**src/rtl/reg_file_pkg.sv**
```systemverilog
// Shared constants for the parametrised register file: clear-engine state
// encoding and the default geometry used by the datapath top.
package reg_file_pkg;

    typedef enum logic {
        ST_IDLE     = 1'b0,
        ST_CLEARING = 1'b1
    } clr_state_e;

    localparam int DEF_DATA_W = 8;
    localparam int DEF_DEPTH  = 8;

endpackage

```
**src/rtl/reg_file_clear_fsm.sv**
```systemverilog
// Sequential bulk-clear engine: walks a pointer across every register,
// one entry per cycle, so the file can be flushed without a global reset.
module reg_file_clear_fsm
    import reg_file_pkg::*;
#(
    parameter int DEPTH  = DEF_DEPTH,
    parameter int ADDR_W = $clog2(DEPTH)
) (
    input  logic              CLK,
    input  logic              RESET_N,
    input  logic              CLEAR,
    output logic              BUSY,
    output logic [ADDR_W-1:0] PTR,
    output logic              CLR_EN
);

    clr_state_e        r_state;
    logic [ADDR_W-1:0] r_ptr;
    logic              r_busy;

    // A CLEAR arriving while already clearing is ignored; the walk never restarts.
    always_ff @(posedge CLK or negedge RESET_N) begin
        if (!RESET_N) begin
            r_state <= ST_IDLE;
            r_ptr   <= '0;
            r_busy  <= 1'b0;
        end else begin
            case (r_state)
                ST_IDLE: begin
                    if (CLEAR) begin
                        r_state <= ST_CLEARING;
                        r_ptr   <= '0;
                        r_busy  <= 1'b1;
                    end
                end
                ST_CLEARING: begin
                    r_ptr <= r_ptr + ADDR_W'(1);
                    if (r_ptr == ADDR_W'(DEPTH - 1)) begin
                        r_state <= ST_IDLE;
                        r_busy  <= 1'b0;
                    end
                end
                default: begin
                    r_state <= ST_IDLE;
                    r_busy  <= 1'b0;
                end
            endcase
        end
    end

    assign BUSY   = r_busy;
    assign PTR    = r_ptr;
    assign CLR_EN = (r_state == ST_CLEARING);

endmodule

```
**src/rtl/reg_file_param.sv**
```systemverilog
// Parametrised two-read, one-write register file with optional write bypass,
// optional hardwired-zero register 0 and a sequential bulk-clear engine.
module reg_file_param
    import reg_file_pkg::*;
#(
    parameter int DATA_W   = DEF_DATA_W,
    parameter int DEPTH    = DEF_DEPTH,
    parameter int ADDR_W   = $clog2(DEPTH),
    parameter int BYPASS   = 1,
    parameter int ZERO_REG = 0
) (
    input  logic              CLK,
    input  logic              RESET_N,
    input  logic [DATA_W-1:0] IN,
    input  logic [ADDR_W-1:0] INADDRESS,
    input  logic              WRITE,
    input  logic [ADDR_W-1:0] OUT1ADDRESS,
    input  logic [ADDR_W-1:0] OUT2ADDRESS,
    output logic [DATA_W-1:0] OUT1,
    output logic [DATA_W-1:0] OUT2,
    input  logic              CLEAR,
    output logic              BUSY,
    output logic              WRITE_DROP
);

    logic [DATA_W-1:0] r_mem [DEPTH];
    logic              r_writeDrop;
    logic              w_busy;
    logic              w_clrEn;
    logic [ADDR_W-1:0] w_ptr;
    logic              w_wrOpen;
    logic              w_wrAccept;

    reg_file_clear_fsm #(
        .DEPTH  (DEPTH),
        .ADDR_W (ADDR_W)
    ) u_clear_fsm (
        .CLK     (CLK),
        .RESET_N (RESET_N),
        .CLEAR   (CLEAR),
        .BUSY    (w_busy),
        .PTR     (w_ptr),
        .CLR_EN  (w_clrEn)
    );

    // Writes are only open while the clear engine is idle and not being started.
    assign w_wrOpen   = WRITE && !w_busy && !CLEAR;
    assign w_wrAccept = w_wrOpen && !((ZERO_REG != 0) && (INADDRESS == '0));

    always_ff @(posedge CLK or negedge RESET_N) begin
        if (!RESET_N) begin
            for (int i = 0; i < DEPTH; i++) begin
                r_mem[i] <= '0;
            end
        end else if (w_clrEn) begin
            r_mem[w_ptr] <= '0;
        end else if (w_wrAccept) begin
            r_mem[INADDRESS] <= IN;
        end
    end

    always_ff @(posedge CLK or negedge RESET_N) begin
        if (!RESET_N) begin
            r_writeDrop <= 1'b0;
        end else begin
            r_writeDrop <= WRITE && (w_busy || CLEAR);
        end
    end

    // Zero register outranks bypass, which outranks the stored value.
    function automatic logic [DATA_W-1:0] readPort(input logic [ADDR_W-1:0] addr,
                                                   input logic [DATA_W-1:0] stored);
        logic [DATA_W-1:0] value;
        value = stored;
        if ((BYPASS != 0) && w_wrOpen && (addr == INADDRESS)) begin
            value = IN;
        end
        if ((ZERO_REG != 0) && (addr == '0)) begin
            value = '0;
        end
        return value;
    endfunction

    always_comb begin
        OUT1 = readPort(OUT1ADDRESS, r_mem[OUT1ADDRESS]);
        OUT2 = readPort(OUT2ADDRESS, r_mem[OUT2ADDRESS]);
    end

    assign BUSY       = w_busy;
    assign WRITE_DROP = r_writeDrop;

endmodule

```
**config.mk**
```make
export PLATFORM = sky130hd
export DESIGN_NAME = reg_file_param
export DESIGN_NICKNAME = d
export VERILOG_FILES = /design/src/rtl/reg_file_pkg.sv /design/src/rtl/reg_file_clear_fsm.sv /design/src/rtl/reg_file_param.sv
export SDC_FILE = /design/constraint.sdc
export NUM_CORES = 1
export LEC_CHECK = 0
export ABC_AREA = 1
export CELL_PAD_IN_SITES_DETAIL_PLACEMENT = 0
export CELL_PAD_IN_SITES_GLOBAL_PLACEMENT = 1
export CORE_ASPECT_RATIO = 1.2
export CORE_MARGIN = 5
export CORE_UTILIZATION = 42
export DETAILED_ROUTE_END_ITERATION = 10
export PLACE_DENSITY_LB_ADDON = 0.1
export SLEW_MARGIN = 20
export SYNTH_ARGS = -nofsm -noshare
export SYNTH_HDL_FRONTEND = slang
export SYNTH_SLANG_ARGS = --single-unit
```
**constraint.sdc**
```tcl
create_clock -name CLK -period 2.9 [get_ports CLK]
set_clock_uncertainty 0.1 [all_clocks]
set_input_delay 0.87 -clock CLK [delete_from_list [all_inputs] [get_ports CLK]]
set_output_delay 0.87 -clock CLK [all_outputs]
set_load 0.02 [all_outputs]
```
; ---- Word level (Yosys, flattened, before mapping)
; Index checks and enable logic that the tools add are counted.
[classes]
n_addsub = 1
order_cmp = 6
eq_ne = 5
n_mux = 23
n_bitwise = 7
n_reduce_logical = 12
[ops]
columns = op, count
row1 = 64-bit two-way mux, 2
row2 = 64-bit AND, 1
row3 = 64-bit bitwise mux, 1
row4 = 8-bit two-way mux, 8
row5 = 64-bit inverter, 1
row6 = 8-bit binary-select mux with 3-bit select, 2
row7 = 8-bit demux with 3-bit select, 2
row8 = 4-bit >= comparator (second input constant), 4
row9 = 3-bit inverter with 4-bit output, 4
row10 = 4-bit by 1-bit less-than comparator with 1-bit output (second input constant), 2
row11 = 1-bit logical AND, 7
row12 = 3-bit equality test, 2
row13 = 3-bit one-hot mux with 2 select lines, 1
row14 = 1-bit two-way mux, 4
row15 = 2-bit inequality test (second input constant), 2
row16 = 1-bit one-hot mux with 2 select lines, 2
row17 = 3-bit by 1-bit adder with 3-bit output (second input constant), 1
row18 = 3-bit equality test (second input constant), 1
row19 = 3-bit two-way mux, 1
row20 = 1-bit zero test, 2
row21 = 2-bit AND reduction, 1
row22 = 2-bit nonzero test, 1
row23 = 1-bit logical OR, 1
row24 = 1-bit inverter, 1
[word_totals]
regBits = 70
inputBits = 21
output_inout_bits = 18

; ---- Longest topological paths before layout
; Gate-level depths: netlist of run 1.
[logic_depth]
depth_word = 8
ltp_mapped = 9
depth_no_buf = 8

; ---- By module
; Synthesis of run 1 repeated with hierarchy kept, for this count alone.
[unflattened]
cells_unflattened = 888
area_unflattened_um2 = 5860.6
[modules_own_cells]
columns = module, instances, cells_each, area_each_um2, seq_area_each_um2
row1 = reg_file_param, 1, 863, 5629.1, 1626.6
row2 = reg_file_clear_fsm, 1, 25, 231.5, 125.1

; ---- Worst setup path before layout of run 1
; No wires, ideal clock.
[synth_path]
kind = input to output
start = input INADDRESS[0]
end = output OUT1[0]
arrival_time_ns = 1.800
required_time_ns = 1.930
path_slack_ns = 0.130
path_stages = 9
cell_sequence = buf_4 > inv_4 > nand2_1 > nand2_1 > nor2_1 > nand2_2 > inv_2 > nand2_1 > nand2_1
[synth_via]
elab_chain_cells = 3
[synth_rtl]
columns = item, line
row1 = "start, declared", reg_file_param.sv:15  ; input logic [ADDR_W-1:0] INADDRESS,
row2 = 3-bit equality test, reg_file_param.sv:75  ; if ((BYPASS != 0) && w_wrOpen && (addr == INADDRESS)) begin
row3 = 1-bit logical AND, reg_file_param.sv:75
row4 = 8-bit two-way mux, reg_file_param.sv:75
row5 = "end, declared", reg_file_param.sv:19  ; output logic [DATA_W-1:0] OUT1,
; Every way passes these cells.

; ---- Worst setup path in the final report of run 1
[layout_path]
start = input IN[5]
end = output OUT2[5]
[layout_via]
elab_chain_cells = 1
[layout_rtl]
columns = item, line
row1 = "start, declared", reg_file_param.sv:14  ; input logic [DATA_W-1:0] IN,
row2 = 8-bit two-way mux, reg_file_param.sv:75
row3 = "end, declared", reg_file_param.sv:20  ; output logic [DATA_W-1:0] OUT2,
; Every way passes these cells.

==> results.tsv, run 1 <==
metric	value	unit
status	complete, no violations	
ios	39	
setup_tns	0	ps
worst-setup-path-type	in2out	
yosys_warnings	0	
arrival	1900	ps
design_area	7020	um2
die_w	114	um
fillCellCount	1316	
min_period	2870	ps
synth_nets	906	
synth_mux_area_share	0	%
core_area	12700	um2
ys_seq_area_share	32.0	%
fin_hold_ws	323	ps
synthXorXnorAreaFrac	0	%
finalHoldViolCount	0	
max-vdd-ir-drop	997	uV
drt_iter0_drc	527	
tightest_slew	835	ps
wl_per_cell	19.2	um
cts_sinks	70	
rows	45	
cts_tree	done	
grt_usage	28.1	%
ant_nets	0	
power.density	776	nW/um2
synth_simple_gate_area_share	48.7	%
synth_top_family_by_area	simple AND/OR/NAND/NOR gates	
synth_area_leaders	dfrtp_1 32%, nand3_1 22%, nand2_1 22%, inv_1 5.5%, o21ai_1 5.1%	
grt_antenna_before_repair	0	
die_h	135	um
cp.required	1930	ps
vias	6224	
synth-compound-area-share	6.60	%
fin_crit_sh	99.1	%
clock_latency	350	ps
numCtsBuffers	9	
synth_area	5480	um2
cts_root_buf	clkbuf_16	
yosys.area.top_type_share	32.0	%
leakage	3.55	nW
netlist_instances	883	
rsz0062_at_grt	no	
synth.distinct_cells	23	
grt_pass1_wl	33000	um
layout_common_cells	303 x nand2_1, 222 x nand3_1, 78 x inv_1	
slew_headroom	44.3	%
synth_seq_cells	70	
grt_pass1_vias	5862	
critPathMaxFanout	4	
cts_max_level	3	
synth_top_area_cell	dfrtp_1	
grt_max_degree	73	
postCtsHoldBufs	0	
vias_per_cell	5.58	
dieArea	15400	um2
clockBufferDepth	2	
first_pass_iters	5	
hpwl	15200	um
syn_to_final_growth	28.0	%
initial_utilization	43.1	%
cap_violations	0	
globalplace.congestion	0.881	
drive_above_1_share	20.5	%
final_core_util	55.2	%
path_clk_slew	70	ps
place_area	6270	um2
layout.nets	970	
timing.fmax	0.348	GHz
avgSynthCellArea	6.21	um2
synthAdderAreaFrac	0.457	%
finalSetupViolations	0	
power	5.45	mW
cp-start-kind	input port	
n_antenna_cell	0	
drv_slew	0	
wl	21500	um
crit_path_end_kind	output pin	
hold_class	in2async	
mostFrequentLayoutCell	nand2_1	
route.detailed.drc	0	
overflow	0	
portBuffers	38	
-- per-layer routing --
| layer | global-route usage (%) | up-vias | part of all wire, % | wire length [um] |
|---|---|---|---|---|
| met1 | 38.4 | 2932 | 43 | 9130 |
| met5 | 0 | - | 0 | 0 |
| met3 | 3.89 | 61 | 6.6 | 1410 |
| met2 | 43.9 | 241 | 47 | 10000 |
| met4 | 13.1 | 0 | 4.3 | 925 |
| li1 | - | 2990 | - | - |
-- area by class of cell --
class	count	area, um2	share of cell area (%)
inverter	91	380	5.42
timing repair buffer	107	1080	15.4
tap	164	205	2.92
clock buffer	10	239	3.41
clock inverter	6	116	1.66
sequential	70	1750	25.0
multi-input combinational	668	3240	46.2
-- power by group --
part	switching (mW)	internal [mW]	total [mW]
sequential	0.240	1.29	1.53
clock	0.489	0.872	1.36
combinational	1.76	0.796	2.55
total	2.49	2.96	5.45
-- critical path, stage by stage --
cell	delay [ps]
clkdlybuf4s50_1	700
nand2_1	120
nand2_2	90
buf_6	120
-- Yosys cell counts --
| cell | n |
|---|---|
| nand2_1 | 318 |
| nand3_1 | 245 |
| inv_1 | 80 |
| dfrtp_1 | 70 |
| o21ai_1 | 56 |
| buf_2 | 15 |
| nand2_2 | 13 |
| clkbuf_1 | 12 |
| buf_1 | 11 |
| o21ai_0 | 11 |
| buf_4 | 8 |
| buf_6 | 8 |
| inv_2 | 8 |
| nor2_4 | 8 |
| nor2_1 | 7 |
| nand2_4 | 4 |
| a21oi_1 | 2 |
| ha_1 | 2 |
| a21oi_4 | 1 |
| bufinv_8 | 1 |
| inv_4 | 1 |
| inv_6 | 1 |
| nor2_2 | 1 |
-- stage by stage --
stage | worst slack (ps) | instances
2_1_floorplan | 130 | 883
3_3_place_gp | -984 | 1090
3_5_place_dp | -966 | 1090
4_1_cts | 2.29 | 1116
5_1_grt | 0.941 | 1116
6_report | 26.6 | 1116
-- logic make-up (layout without fill, tap and decap cells) --
logic type,Yosys count,in the layout
simple gates,596,596
flops,70,70
compound gates,70,70
fa+ha+maj,2,2
buf+inv,145,214
-- timing repair --
action / in CTS / in global routing
setup endpoints to repair: 16 / 16
gates cloned: 4 / 0
gates resized for setup: 162 / 46
setup buffers: 6 / 0
pin swaps: 14 / 11
-- path summary, 6_finish.rpt --
kind	start	to	slack, ps	cells after the start
worst max register to register	u_clear_fsm.CLR_EN	r_mem[60]	1170	4
max in group asynchronous	RESET_N	r_mem[7]	1770	2
worst max-delay path	IN[5]	OUT2[5]	30	4
worst min-delay path	RESET_N	r_mem[34]	320	1
worst min register to register	r_mem[2]	r_mem[2]	430	2
min in group CLK	r_mem[2]	r_mem[2]	430	2
-- sequential cells by signal, summed over array words and instances, names as in the netlist --
name / count
WRITE_DROP: 1
r_mem: 64
u_clear_fsm.BUSY: 1
u_clear_fsm.CLR_EN: 1
u_clear_fsm.PTR: 3
(Power assumes the default switching activity.)
==> run 2: changes to the inputs <==
Settings changed: GPL_TIMING_DRIVEN set to 0.
==> run 2 against run 1 <==
  * Worst hold slack better by 59 ps
  * Die area stayed put
  * Utilization is 3.9 points lower
  * Combinational power is 7% higher
  * Power is 0.65% lower
  * Sequential share of layout area is 1.9 points higher
  * Critical path type unchanged
  * Routed wire length is 1.5% higher
  * Via count is 0.66% higher
  * Global-route usage is 0.50 points higher
  * Fmax is 0.48% higher
  * Register-to-register slack hardly changed
==> results.tsv, run 2 (synthesis results as in run 1) <==
metric	value	unit	change
initial_utilization	43.1	%	unchanged
globalplace.congestion	0.970		+10%
wl_per_cell	19.9	um	+3.5%
drv_slew	0		unchanged
core_area	12700	um2	unchanged
vias	6265		+0.66%
finalHoldViolCount	0		unchanged
largest_reg_flops	64		unchanged
regToRegSetupSlack	1170	ps	about the same
cap_violations	0		unchanged
power.density	830	nW/um2	+6.9%
ant_nets	0		unchanged
grt_pass1_vias	5916		+0.92%
max-vdd-ir-drop	352	uV	-65%
reg2regPathDepth	8		+4
clockBufferDepth	2		unchanged
slew_headroom	40.0	%	-4.3 points
postCtsHoldBufs	0		unchanged
first_pass_iters	6		+1
cts_sinks	70		unchanged
dieArea	15400	um2	unchanged
critPathMaxFanout	10		+6
critPathBufInv	2		unchanged
hpwl	15600	um	+2.6%
r2r_start	u_clear_fsm.CLR_EN		
finalSetupViolations	0		unchanged
syn_to_final_growth	19.0	%	
fillCellCount	1341		+1.9%
r2r-end	r_mem[40]		
leakage	3.29	nW	-7.1%
grt_usage	28.6	%	+0.50 points
grt_max_degree	38		-48%
regMostFlops	r_mem		
max_stage_delay	650	ps	-50 ps
cts_max_level	3		unchanged
path_clk_slew	60	ps	about the same
grt_pass1_wl	33400	um	+1.4%
rows	45		unchanged
layout.nets	948		-2.3%
dp.cells	1071		-1.7%
cts_root_buf	clkbuf_16		
die_w	114	um	unchanged
arrival	1890	ps	about the same
portBuffers	23		-39%
crit_top_cell	nand2_1		
worst-setup-path-type	in2out		
fin_crit_sh	98.6	%	-0.48 points
cp-start-kind	input port		
final_cells	1094		-2.0%
crit_chain	buf_1 > nand2_1 > nand2_1 > buf_2		
numCtsBuffers	9		unchanged
crit_path_end_kind	output pin		
timing.fmax	0.350	GHz	+0.48%
critPathTopFamily	buffers and inverters		
vias_per_cell	5.73		+2.7%
drt_iter0_drc	742		+41%
slowest_stage	buf_1		
clock_latency	340	ps	about the same
min_period	2860	ps	-13.8 ps
cp.required	1930	ps	about the same
ios	39		unchanged
status	complete, no violations		
route.detailed.drc	0		unchanged
rsz0062_at_grt	no		
final_core_util	51.3	%	-3.9 points
n_antenna_cell	0		unchanged
die_h	135	um	unchanged
grt_antenna_before_repair	0		unchanged
cts_tree	done		
drive_above_1_share	15.6	%	-4.9 points
overflow	0		unchanged
hold_class	in2async		
layout_common_cells	313 x nand2_1, 234 x nand3_1, 78 x inv_1		
wl	21800	um	+1.5%
mostFrequentLayoutCell	nand2_1		
tightest_slew	900	ps	+64.6 ps
-- run 2: changes by cell type in the layout (fill, tap and decap cells not counted), sizes merged --
cell / previous run / this run
bufbuf: 3 / 0
clkbuf: 11 / 24
clkinv: 2 / 1
clkinvlp: 0 / 1
buf: 92 / 71
inv: 91 / 90
bufinv: 4 / 2
clkdlybuf4s15: 0 / 1
dlygate4sd2: 1 / 0
clkdlybuf4s50: 10 / 2
-- run 2: timing repair --
action	CTS	global route
buffers inserted	4	3
setup endpoints to repair	16	16
pin swaps	9	5
gates resized for setup	154	41
-- run 2: final cells by class --
type	instances	area, um2	share of cell area, %
Multi-Input combinational cell	668	3150	48.3
Sequential cell	70	1750	26.9
Buffer	54	460	7.06
Inverter	91	390	5.98
Clock buffer	13	260	3.99
Timing Repair Buffer	31	260	3.99
Tap cell	164	205	3.15
Clock inverter	3	42.5	0.652
-- run 2: where the power goes --
group | total [mW] | switching, mW | internal, mW
logic | 2.73 | 1.87 | 0.859
clock network | 1.16 | 0.444 | 0.713
registers | 1.52 | 0.231 | 1.29
-- run 2: how the worst max path moves through the flow --
stage / slack (ps) / start / cells after the start / to
after global placement: -1780 / RESET_N / 1 / r_mem[18]
after CTS: 2 / OUT2ADDRESS[0] / 9 / OUT2[0]
final: 40 / IN[0] / 4 / OUT2[0]
after floorplan: 130 / INADDRESS[0] / 9 / OUT1[0]
after global routing: 2 / OUT1ADDRESS[1] / 8 / OUT1[5]
after detailed placement: -1080 / INADDRESS[1] / 10 / OUT2[5]
-- run 2: routing by layer --
| metal | track usage, % | routed length [um] | up-vias |
|---|---|---|---|
| met1 | 38.2 | 9310 | 2992 |
| met5 | 0 | 0 | - |
| met3 | 3.89 | 1330 | 59 |
| met4 | 12.5 | 880 | 0 |
| met2 | 46.2 | 10300 | 273 |
| li1 | - | - | 2941 |
-- run 2: metrics by stage --
| step | setup WS (ps) | hold WS [ps] | cell area [um2] | setup TNS (ps) | total power, mW |
|---|---|---|---|---|---|
| 2_1_floorplan | 130 | 381 | 5480 | 0 | 3.29 |
| 3_3_place_gp | -1780 | 403 | 5920 | -140200 | 4.08 |
| 3_5_place_dp | -1080 | 406 | 5930 | -16310 | 4.15 |
| 4_1_cts | 2.20 | 402 | 6390 | 0 | 5.35 |
| 5_1_grt | 2.29 | 415 | 6520 | 0 | 5.78 |
| 6_report | 40.4 | 381 | 6520 | 0 | 5.41 |
